--- config.mk ---
export PLATFORM = sky130hd
export DESIGN_NAME = conv_pool_stage_flat
export DESIGN_NICKNAME = d
export VERILOG_FILES = /design/src/rtl/conv_pool_stage_if.sv /design/src/rtl/conv_pool_stage.sv /design/src/flat_wrapper.sv
export SDC_FILE = /design/constraint.sdc
export NUM_CORES = 1
export LEC_CHECK = 0
export ABC_AREA = 1
export CELL_PAD_IN_SITES_DETAIL_PLACEMENT = 1
export CELL_PAD_IN_SITES_GLOBAL_PLACEMENT = 1
export CORE_UTILIZATION = 40
export CTS_BUF_LIST = sky130_fd_sc_hd__clkbuf_4
export CTS_CLUSTER_SIZE = 14
export DETAILED_ROUTE_END_ITERATION = 16
export GPL_TIMING_DRIVEN = 0
export PLACE_DENSITY_LB_ADDON = 0.1
export SYNTH_ARGS = -nofsm -noshare
export SYNTH_HDL_FRONTEND = slang
export SYNTH_SLANG_ARGS = --single-unit
--- constraint.sdc ---
create_clock -name clk -period 9.68 [get_ports clk]
set_input_delay 0.968 -clock clk [delete_from_list [all_inputs] [get_ports clk]]
set_output_delay 0.968 -clock clk [all_outputs]
set_load 0.02 [all_outputs]
--- src/rtl/conv_pool_stage_if.sv ---
// Handshake bundle between the conv engine, the pooling stage and its consumers.
// The slave modport is the pooling stage; the master modport is the surrounding logic.
interface conv_pool_stage_if #(
  parameter int unsigned N_IN  = 30,
  parameter int unsigned IN_W  = 18,
  parameter int unsigned OUT_W = 8
);
  localparam int unsigned IDX_W = (N_IN / 2 > 1) ? $clog2(N_IN / 2) : 1;

  logic                       in_valid;
  logic [N_IN-1:0][IN_W-1:0]  in_data;
  logic                       in_ready;
  logic                       overrun;
  logic                       out_valid;
  logic                       out_ready;
  logic [OUT_W-1:0]           out_data;
  logic [IDX_W-1:0]           out_index;
  logic                       out_last;
  logic                       peak_valid;
  logic [OUT_W-1:0]           peak_value;
  logic [IDX_W-1:0]           peak_index;

  modport slave (
    input  in_valid, in_data, out_ready,
    output in_ready, overrun, out_valid, out_data, out_index, out_last,
           peak_valid, peak_value, peak_index
  );

  modport master (
    output in_valid, in_data, out_ready,
    input  in_ready, overrun, out_valid, out_data, out_index, out_last,
           peak_valid, peak_value, peak_index
  );
endinterface

--- src/rtl/conv_pool_stage.sv ---
// Captures one row of conv results, applies ReLU/shift/saturate, 2:1 max-pools and streams
// the pooled values out, then reports the row peak (first occurrence) as a one-cycle pulse.
module conv_pool_stage #(
  parameter int unsigned N_IN  = 30,
  parameter int unsigned IN_W  = 18,
  parameter int unsigned OUT_W = 8,
  parameter int unsigned SHIFT = 2
) (
  input  logic             clk,
  input  logic             rst,
  conv_pool_stage_if.slave bus
);
  localparam int unsigned HALF  = N_IN / 2;
  localparam int unsigned IDX_W = (HALF > 1) ? $clog2(HALF) : 1;
  localparam logic [IDX_W-1:0] LAST_IDX = IDX_W'(HALF - 1);

  typedef enum logic [1:0] {IDLE, FETCH, STREAM, REPORT} state_t;

  state_t                  state_q;
  logic signed [IN_W-1:0]  buf_q [N_IN];
  logic                    in_ready_q;
  logic                    overrun_q;
  logic                    out_valid_q;
  logic [OUT_W-1:0]        out_data_q;
  logic [IDX_W-1:0]        out_index_q;
  logic                    out_last_q;
  logic                    peak_valid_q;
  logic [OUT_W-1:0]        peak_value_q;
  logic [IDX_W-1:0]        peak_index_q;

  logic [IDX_W-1:0]        sel;
  logic [OUT_W-1:0]        s_a, s_b, pool_next;

  function automatic logic [OUT_W-1:0] relu_sat(input logic signed [IN_W-1:0] x);
    logic signed [IN_W-1:0] r;
    r = x >>> SHIFT;
    if (x[IN_W-1]) return '0;
    if (r[IN_W-1:OUT_W] != '0) return '1;
    return r[OUT_W-1:0];
  endfunction

  // Pair selected for loading: pair 0 in FETCH, the following pair while streaming.
  always_comb begin
    sel = '0;
    if (state_q == STREAM && out_index_q != LAST_IDX) sel = out_index_q + 1'b1;
    s_a       = relu_sat(buf_q[{sel, 1'b0}]);
    s_b       = relu_sat(buf_q[{sel, 1'b1}]);
    pool_next = (s_a > s_b) ? s_a : s_b;
  end

  always_ff @(posedge clk or negedge rst) begin
    if (!rst) begin
      state_q      <= IDLE;
      for (int unsigned i = 0; i < N_IN; i++) buf_q[i] <= '0;
      in_ready_q   <= 1'b1;
      overrun_q    <= 1'b0;
      out_valid_q  <= 1'b0;
      out_data_q   <= '0;
      out_index_q  <= '0;
      out_last_q   <= 1'b0;
      peak_valid_q <= 1'b0;
      peak_value_q <= '0;
      peak_index_q <= '0;
    end else begin
      overrun_q    <= bus.in_valid && (state_q != IDLE);
      peak_valid_q <= 1'b0;
      unique case (state_q)
        IDLE: begin
          if (bus.in_valid) begin
            for (int unsigned i = 0; i < N_IN; i++) buf_q[i] <= bus.in_data[i];
            out_index_q  <= '0;
            peak_value_q <= '0;
            peak_index_q <= '0;
            in_ready_q   <= 1'b0;
            state_q      <= FETCH;
          end
        end
        FETCH: begin
          out_data_q  <= pool_next;
          out_index_q <= '0;
          out_last_q  <= (LAST_IDX == '0);
          out_valid_q <= 1'b1;
          state_q     <= STREAM;
        end
        STREAM: begin
          if (out_valid_q && bus.out_ready) begin
            if (out_data_q > peak_value_q) begin
              peak_value_q <= out_data_q;
              peak_index_q <= out_index_q;
            end
            if (out_last_q) begin
              out_valid_q  <= 1'b0;
              out_last_q   <= 1'b0;
              peak_valid_q <= 1'b1;
              state_q      <= REPORT;
            end else begin
              out_data_q  <= pool_next;
              out_index_q <= sel;
              out_last_q  <= (sel == LAST_IDX);
            end
          end
        end
        REPORT: begin
          in_ready_q <= 1'b1;
          state_q    <= IDLE;
        end
        default: state_q <= IDLE;
      endcase
    end
  end

  assign bus.in_ready   = in_ready_q;
  assign bus.overrun    = overrun_q;
  assign bus.out_valid  = out_valid_q;
  assign bus.out_data   = out_data_q;
  assign bus.out_index  = out_index_q;
  assign bus.out_last   = out_last_q;
  assign bus.peak_valid = peak_valid_q;
  assign bus.peak_value = peak_value_q;
  assign bus.peak_index = peak_index_q;
endmodule

--- src/flat_wrapper.sv ---
// flat-port wrapper written by rule: the top's interface ports become plain ports
module conv_pool_stage_flat 
#(
  parameter int unsigned N_IN  = 30,
  parameter int unsigned IN_W  = 18,
  parameter int unsigned OUT_W = 8,
  parameter int unsigned SHIFT = 2
)
  (clk, rst, bus_in_valid, bus_in_data, bus_out_ready, bus_in_ready, bus_overrun, bus_out_valid, bus_out_data, bus_out_index, bus_out_last, bus_peak_valid, bus_peak_value, bus_peak_index);
  conv_pool_stage_if #(.N_IN(N_IN), .IN_W(IN_W), .OUT_W(OUT_W)) bus_i ();
  input  logic clk;
  input  logic rst;
  input wire logic [$bits(bus_i.in_valid)-1:0] bus_in_valid;
  input wire logic [$bits(bus_i.in_data)-1:0] bus_in_data;
  input wire logic [$bits(bus_i.out_ready)-1:0] bus_out_ready;
  output wire logic [$bits(bus_i.in_ready)-1:0] bus_in_ready;
  output wire logic [$bits(bus_i.overrun)-1:0] bus_overrun;
  output wire logic [$bits(bus_i.out_valid)-1:0] bus_out_valid;
  output wire logic [$bits(bus_i.out_data)-1:0] bus_out_data;
  output wire logic [$bits(bus_i.out_index)-1:0] bus_out_index;
  output wire logic [$bits(bus_i.out_last)-1:0] bus_out_last;
  output wire logic [$bits(bus_i.peak_valid)-1:0] bus_peak_valid;
  output wire logic [$bits(bus_i.peak_value)-1:0] bus_peak_value;
  output wire logic [$bits(bus_i.peak_index)-1:0] bus_peak_index;
  assign bus_i.in_valid = bus_in_valid;
  assign bus_i.in_data = bus_in_data;
  assign bus_i.out_ready = bus_out_ready;
  assign bus_in_ready = bus_i.in_ready;
  assign bus_overrun = bus_i.overrun;
  assign bus_out_valid = bus_i.out_valid;
  assign bus_out_data = bus_i.out_data;
  assign bus_out_index = bus_i.out_index;
  assign bus_out_last = bus_i.out_last;
  assign bus_peak_valid = bus_i.peak_valid;
  assign bus_peak_value = bus_i.peak_value;
  assign bus_peak_index = bus_i.peak_index;
  conv_pool_stage #(.N_IN(N_IN), .IN_W(IN_W), .OUT_W(OUT_W), .SHIFT(SHIFT)) u_core (.clk(clk), .rst(rst), .bus(bus_i));
endmodule
==> out/qor.yml, run 1 <==
job:
  cap_viol_max_count: 0
worst_setup_path:
  critPathMaxFanout: 10
  end_kind: "register"
  worstSetupPathType: "reg -> reg"
  start_kind: "register"
  crit_arrival_ns: 7.10
  reg2regPathDepth: 26
  critical_path_required_ns: 10.58
place:
  io_buffers: 512
  gp_congestion: 0.951
  hpwl_um: 83800
  dp.cells: 4428
final_layout:
  mostFrequentLayoutCell: "nand2_1"
  layout_common_cells: "nand2_1, clkdlybuf4s50_1, dfrtp_1, o21ai_0, inv_1"
  seq_area_um2: 12800
  syn_to_final_growth_pct: 33.1
  num-fill-cells: 7309
  stdcell_count: 4677
  multi_input_area_um2: 9720
  drive_gt1_share_pct: 8.55
  nets: 4371
clock_network:
  cts_buffers: 146
  insertion_delay_ns: 1.04
  post_cts_buffers: 0
  cts_resized: 0
  cts_root_buffer: "clkbuf_4"
  clock-sinks: 511
  ctsHoldBuffers: 1
  ctsHtreeMaxLevel: 4
  path_clk_slew_ns: 0.06
  cts_buffer_depth: 3
  cts_tree: "done"
synth:
  synthCells: 3139
  seq_area_frac_synth_pct: 52.8
  yosysWarnings: 0
  avgSynthCellArea_um2: 7.71
  ys_ff_latch: 511
  syn_area_um2: 24200
  ys_types: 36
  syn_nets: 3706
timing:
  clock_skew_ns: 0.0473
  finalSetupTns_ns: 0
  hold_viol: 0
  final-max-slew-violation-count: 0
  max_freq_mhz: 161
  finalCritPeriodShare_pct: 64.1
  whs_ns: 0.467
  setup_viol_count_final: 0
  slew_headroom_pct: 24.6
  grt_setup_unrepaired: "no"
  tightest_slew_ns: 1.13
  period_minus_slack_ns: 6.20
global_routing:
  gr-usage-met1_pct: 46.1
  antenna_found_initial: 4
  gr-usage-met3_pct: 6.22
  track_usage_pct: 35.7
  busiest_layer: "met2"
  grt_pass1_vias: 26656
  grt_pass1_wl_um: 160000
  grt_max_degree: 122
  grt_use_met2_pct: 58.6
  grt_overflow: 0
worst_hold_path:
  min_path_type: "in -> reg"
  min_path_cells: 3
detailed_routing:
  drc: 0
  dr_total_vias: 24767
  vias_per_cell: 5.30
  drtIter0Drc: 1894
  wl_per_cell_um: 23.2
  drtPass1Iterations: 5
  ant_nets: 0
  drt_wl_total_um: 108000
power_and_ir_drop:
  p_comb_share_pct: 48.0
  pwr-share-seq_pct: 33.7
  p_leak_nw: 16.1
  p_int_mw: 5.85
  ir_worst_vdd_v: 0.000142
  switching_share_pct: 47.0
  clock_power_share_pct: 18.3
  total_power_mw: 11.0
  powerDensity_nw_per_um2: 343
  p_switching_mw: 5.19
floorplan:
  initial_utilization_pct: 40.8
  ios: 573
  core_area_um2: 59400
  dieHeight_um: 248
  die_area_um2: 61500
  row_count: 89
  fp.dieW_um: 248
status:
  status: "finished, final reports clean"
metal layers:
metal  vias to the layer above  share of wire [%]  wire length (µm)
met2                       899                 48             51800
met3                       222                6.1              6640
met5                         -             0.0065                 7
met1                     12380                 42             45600
li1                      11264                  -                 -
met4                         2                4.0              4380
logic make-up (layout without fill, tap and decap cells):
group           count (synthesis)  after routing  synth area share, %
compound gates                352            352                 8.08
fa+ha+maj                      23             23                 1.19
simple gates                 1853           1853                 30.9
other cells                     0              8                    0
flops                         511            511                 52.8
buf+inv                       400           1157                 7.01
registers in the layout, summed over array words and instances (netlist names):
| register | cells |
|---|---|
| u_core.buf_q | 480 |
| u_core.bus.in_ready | 1 |
| u_core.bus.out_data | 8 |
| u_core.bus.out_index | 4 |
| u_core.bus.out_last | 1 |
| u_core.bus.out_valid | 1 |
| u_core.bus.overrun | 1 |
| u_core.bus.peak_index | 4 |
| u_core.bus.peak_valid | 1 |
| u_core.bus.peak_value | 8 |
| u_core.state_q | 2 |
synth_stat cells:
cell,instances,share of area [%]
a32oi_1,1,0.036
nand4_1,44,1.1
inv_4,1,0.026
or2_2,23,0.59
nor2_4,2,0.093
nor2_1,114,1.8
nand3_2,3,0.12
nor2_8,1,0.083
buf_4,20,0.62
and2_1,1,0.026
o211ai_1,60,1.9
a22o_1,1,0.036
a211oi_1,3,0.093
o22ai_1,1,0.026
a21oi_1,58,1.2
o21ai_0,214,4.4
buf_6,10,0.47
clkbuf_1,119,1.8
nand3_1,184,3.8
buf_2,33,0.68
nor3b_1,6,0.19
nor2_2,2,0.052
nand2_1,1459,23
buf_1,3,0.047
o21ai_4,2,0.13
o21ai_1,11,0.23
dfrtp_1,510,53
ha_1,23,1.2
nand3_4,1,0.072
nor3_1,9,0.19
nand2_2,3,0.078
nand2_4,1,0.047
inv_2,5,0.078
inv_1,209,3.2
o311ai_0,1,0.036
dfstp_2,1,0.11
layout make-up:
cell class / instances / area share (%)
Inverter: 215 / 2.51
Antenna cell: 8 / 0.0622
Buffer: 185 / 2.75
Timing Repair Buffer: 517 / 16.3
Sequential cell: 511 / 39.7
Clock inverter: 40 / 0.820
Clock buffer: 200 / 4.66
Tap cell: 773 / 3.00
Multi-Input combinational cell: 2228 / 30.2
critical path, stage by stage, from the launching register on:
cell and delay, ns:
dfrtp_1 0.47, inv_2 0.18, clkbuf_1 0.44, ha_1 0.32
inv_1 0.11, nand3_2 0.11, inv_1 0.17, clkbuf_1 0.84
nand2_1 0.19, nand2_1 0.12, nand2_1 0.06, nand3_1 0.14
nand3_1 0.14, nand2_2 0.20, nand3_1 0.12, inv_1 0.22
a21oi_1 0.12, ha_1 0.31, nand2_1 0.07, nor2_1 0.17
nand2_1 0.07, a32oi_1 0.66, inv_1 0.34, nand3_1 0.20
nand2_1 0.14, nand2_1 0.10, nand2_1 0.06
power groups by stage:
stage	Clock, mW	Sequential, mW	Combinational (mW)
after global placement	0	3.70	5.00
after global routing	2.17	3.80	5.80
after detailed placement	0	3.72	5.18
after floorplan	0	3.55	3.10
after CTS	2.05	3.70	5.23
final	2.02	3.72	5.31
worst paths after layout:
path / start / to / slack [ns]
setup / recovery: u_core.bus.out_index[0] / u_core.bus.out_data[5] / 3.48
hold / removal: bus_in_data[355] / u_core.buf_q[193] / 0.47
setup reg to reg: u_core.bus.out_index[0] / u_core.bus.out_data[5] / 3.48
hold reg to reg: u_core.buf_q[423] / u_core.buf_q[423] / 0.48
max in group asynchronous: rst / u_core.buf_q[256] / 7.55
min in group asynchronous: rst / u_core.buf_q[485] / 0.56
metrics by stage:
step / util, % / worst slack (ns) / cell area [µm²]
floorplan: - / 5.65 / 24200
global placement: 51.0 / -14.75 / 30300
detailed placement: 51.2 / 3.72 / 30400
CTS: 54.2 / 3.70 / 32200
global route: 54.2 / 3.29 / 32200
finish: 54.3 / 3.48 / 32200
Power figures use the tool's default switching activity.
==> inputs of run 2 (changes only) <==
--- a/config.mk
+++ b/config.mk
@@ -8,7 +8,7 @@
 export ABC_AREA = 1
 export CELL_PAD_IN_SITES_DETAIL_PLACEMENT = 1
 export CELL_PAD_IN_SITES_GLOBAL_PLACEMENT = 1
-export CORE_UTILIZATION = 40
+export CORE_UTILIZATION = 37
 export CTS_BUF_LIST = sky130_fd_sc_hd__clkbuf_4
 export CTS_CLUSTER_SIZE = 14
 export DETAILED_ROUTE_END_ITERATION = 16
==> constraint.sdc (replaced) <==
create_clock -name clk -period 6.4 [get_ports clk]
set_input_delay 0.64 -clock clk [delete_from_list [all_inputs] [get_ports clk]]
set_output_delay 0.64 -clock clk [all_outputs]
set_load 0.02 [all_outputs]
==> run 2 against run 1 <==
Against the previous run:
- design area rose by 0.37%
- combinational power rose by 52%
- global-route usage fell by 2.7 points
- highest routed layer is now met4
- maximum frequency rose by 2.7%
- critical path type unchanged
- critical endpoint unchanged
- sequential share of layout area fell by 0.14 points
==> out/qor.yml, run 2 (synthesis gave the netlist of run 1 again) <==
global_routing:
  track_usage_pct: 33.1
  grt_overflow: 0
  antenna_found_initial: 3
  grt_max_degree: 126
  grt_pass1_wl_um: 162000
  grt_pass1_vias: 26238
clock_network:
  ctsHtreeMaxLevel: 4
  cts_root_buffer: "clkbuf_4"
  path_clk_slew_ns: 0.06
  post_cts_buffers: 0
  cts_buffer_depth: 3
  cts_tree: "done"
  insertion_delay_ns: 1.01
  cts_buffers: 144
  clock-sinks: 511
floorplan:
  ios: 573
  dieHeight_um: 258
  die_area_um2: 66400
  initial_utilization_pct: 37.5
  row_count: 93
  core_area_um2: 64600
  fp.dieW_um: 258
timing:
  max_freq_mhz: 166
  tightest_slew_ns: 1.23
  finalCritPeriodShare_pct: 94.3
  period_minus_slack_ns: 6.04
  slew_headroom_pct: 18.3
  hold_viol: 0
  grt_setup_unrepaired: "no"
  clock_skew_ns: 0.0374
  setup_viol_count_final: 0
  final-max-slew-violation-count: 0
detailed_routing:
  drt_wl_total_um: 110000
  dr_total_vias: 24502
  vias_per_cell: 5.15
  wl_per_cell_um: 23.0
  drtIter0Drc: 1701
  drtPass1Iterations: 5
  drc: 0
  ant_nets: 0
final_layout:
  regMostFlops: "u_core.buf_q"
  fin_util_pct: 50.0
  multi_input_area_um2: 9720
  syn_to_final_growth_pct: 33.6
  largest_reg_flops: 480
  mostFrequentLayoutCell: "nand2_1"
  seq_area_um2: 12800
  nets: 4369
  stdcell_count: 4760
  num-fill-cells: 7995
  drive_gt1_share_pct: 8.54
  layout_common_cells: "nand2_1, clkdlybuf4s50_1, dfrtp_1, o21ai_0, inv_1"
worst_setup_path:
  reg2reg_slack_ns: 0.36
  reg2reg_to: "u_core.bus.out_data[5]"
  critPathMaxFanout: 10
  reg2regPathDepth: 26
  crit_arrival_ns: 6.90
  crit_start: "u_core.bus.out_index[0]"
  end_kind: "register"
  critical_path.endpoint: "u_core.bus.out_data[5]"
  regToRegStartpoint: "u_core.bus.out_index[0]"
  worstSetupPathType: "reg -> reg"
  critical_path_required_ns: 7.26
  start_kind: "register"
worst_hold_path:
  min_from: "bus_in_data[227]"
  min_path_type: "in -> reg"
job:
  cap_viol_max_count: 0
place:
  gp_congestion: 0.905
  io_buffers: 512
  hpwl_um: 85000
  dp.cells: 4510
power_and_ir_drop:
  ir_worst_vdd_v: 0.000207
  powerDensity_nw_per_um2: 518
  p_leak_nw: 16.1
status:
  status: "finished, final reports clean"
-- run 2: cell types whose count changed in the layout (fill, tap and decap cells not counted), sizes merged --
cell	delta
clkbuf	+2
clkdlybuf4s15	+1
clkinv	+1
diode	-3
-- run 2: power by group --
part           internal, mW  switching (mW)  leakage (nW)  total [mW]
clock                  1.58            1.48          1.06        3.06
combinational          2.54            5.53          8.65        8.07
sequential             4.76           0.860          6.36        5.62
total                  8.87            7.87          16.1        16.7
-- run 2: layout make-up --
type	instances	share of cell area, %
Sequential cell	511	39.6
Multi-Input combinational cell	2228	30.1
Timing Repair Buffer	517	16.2
Clock buffer	203	4.72
Tap cell	855	3.31
Buffer	185	2.76
Inverter	215	2.50
Clock inverter	41	0.774
Antenna cell	5	0.0387
-- run 2: metrics by stage --
stage | setup slack, ns | power, mW | hold slack [ns] | TNS [ns] | instance area (µm²)
2_1_floorplan | 2.37 | 10.1 | 0.344 | 0 | 24200
3_3_place_gp | -17.91 | 13.3 | 0.456 | -9100.18 | 30400
3_5_place_dp | 0.238 | 13.5 | 0.462 | 0 | 30500
4_1_cts | 0.227 | 16.7 | 0.107 | 0 | 32300
5_1_grt | 0.0674 | 17.9 | 0.175 | 0 | 32300
6_report | 0.362 | 16.7 | 0.180 | 0 | 32300
-- run 2: how the worst min path moves through the flow --
stage,to,slack (ns),cells past startpoint
after floorplan,u_core.buf_q[100],0.34,0
after detailed placement,u_core.buf_q[14],0.46,2
after global routing,u_core.buf_q[336],0.18,3
after CTS,u_core.buf_q[59],0.11,3
final,u_core.buf_q[317],0.18,3
after global placement,u_core.buf_q[14],0.46,2
-- run 2: per-layer routing --
| layer | wire length [µm] | GRT usage, % | vias up |
|---|---|---|---|
| met2 | 52500 | 54.5 | 809 |
| met1 | 48200 | 43.8 | 12223 |
| met3 | 5550 | 5.14 | 199 |
| li1 | - | - | 11271 |
| met4 | 3500 | 12.7 | 0 |
| met5 | 0 | 0 | - |
-- run 2: repair_timing --
action | CTS | global route
setup endpoints to repair | 0 | 8
hold buffers | 1 | 0
endpoints found under the hold margin | 62 | 0
resized for setup | 0 | 3
-- run 2: worst max-delay path, cell delays in order, from the launching register on --
cell and delay [ns]:
dfrtp_1 0.48, inv_2 0.18, clkbuf_1 0.43, ha_1 0.33, inv_1 0.11, nand3_2 0.10
inv_1 0.20, clkdlybuf4s15_1 0.81, nand2_1 0.21, nand2_1 0.12, nand2_1 0.05, nand3_1 0.13
nand3_1 0.14, nand2_2 0.22, nand3_1 0.11, inv_1 0.20, a21oi_1 0.13, ha_1 0.31
nand2_1 0.07, nor2_1 0.21, nand2_1 0.10, a32oi_2 0.50, inv_1 0.30, nand3_1 0.20
nand2_1 0.13, nand2_1 0.09, nand2_1 0.06
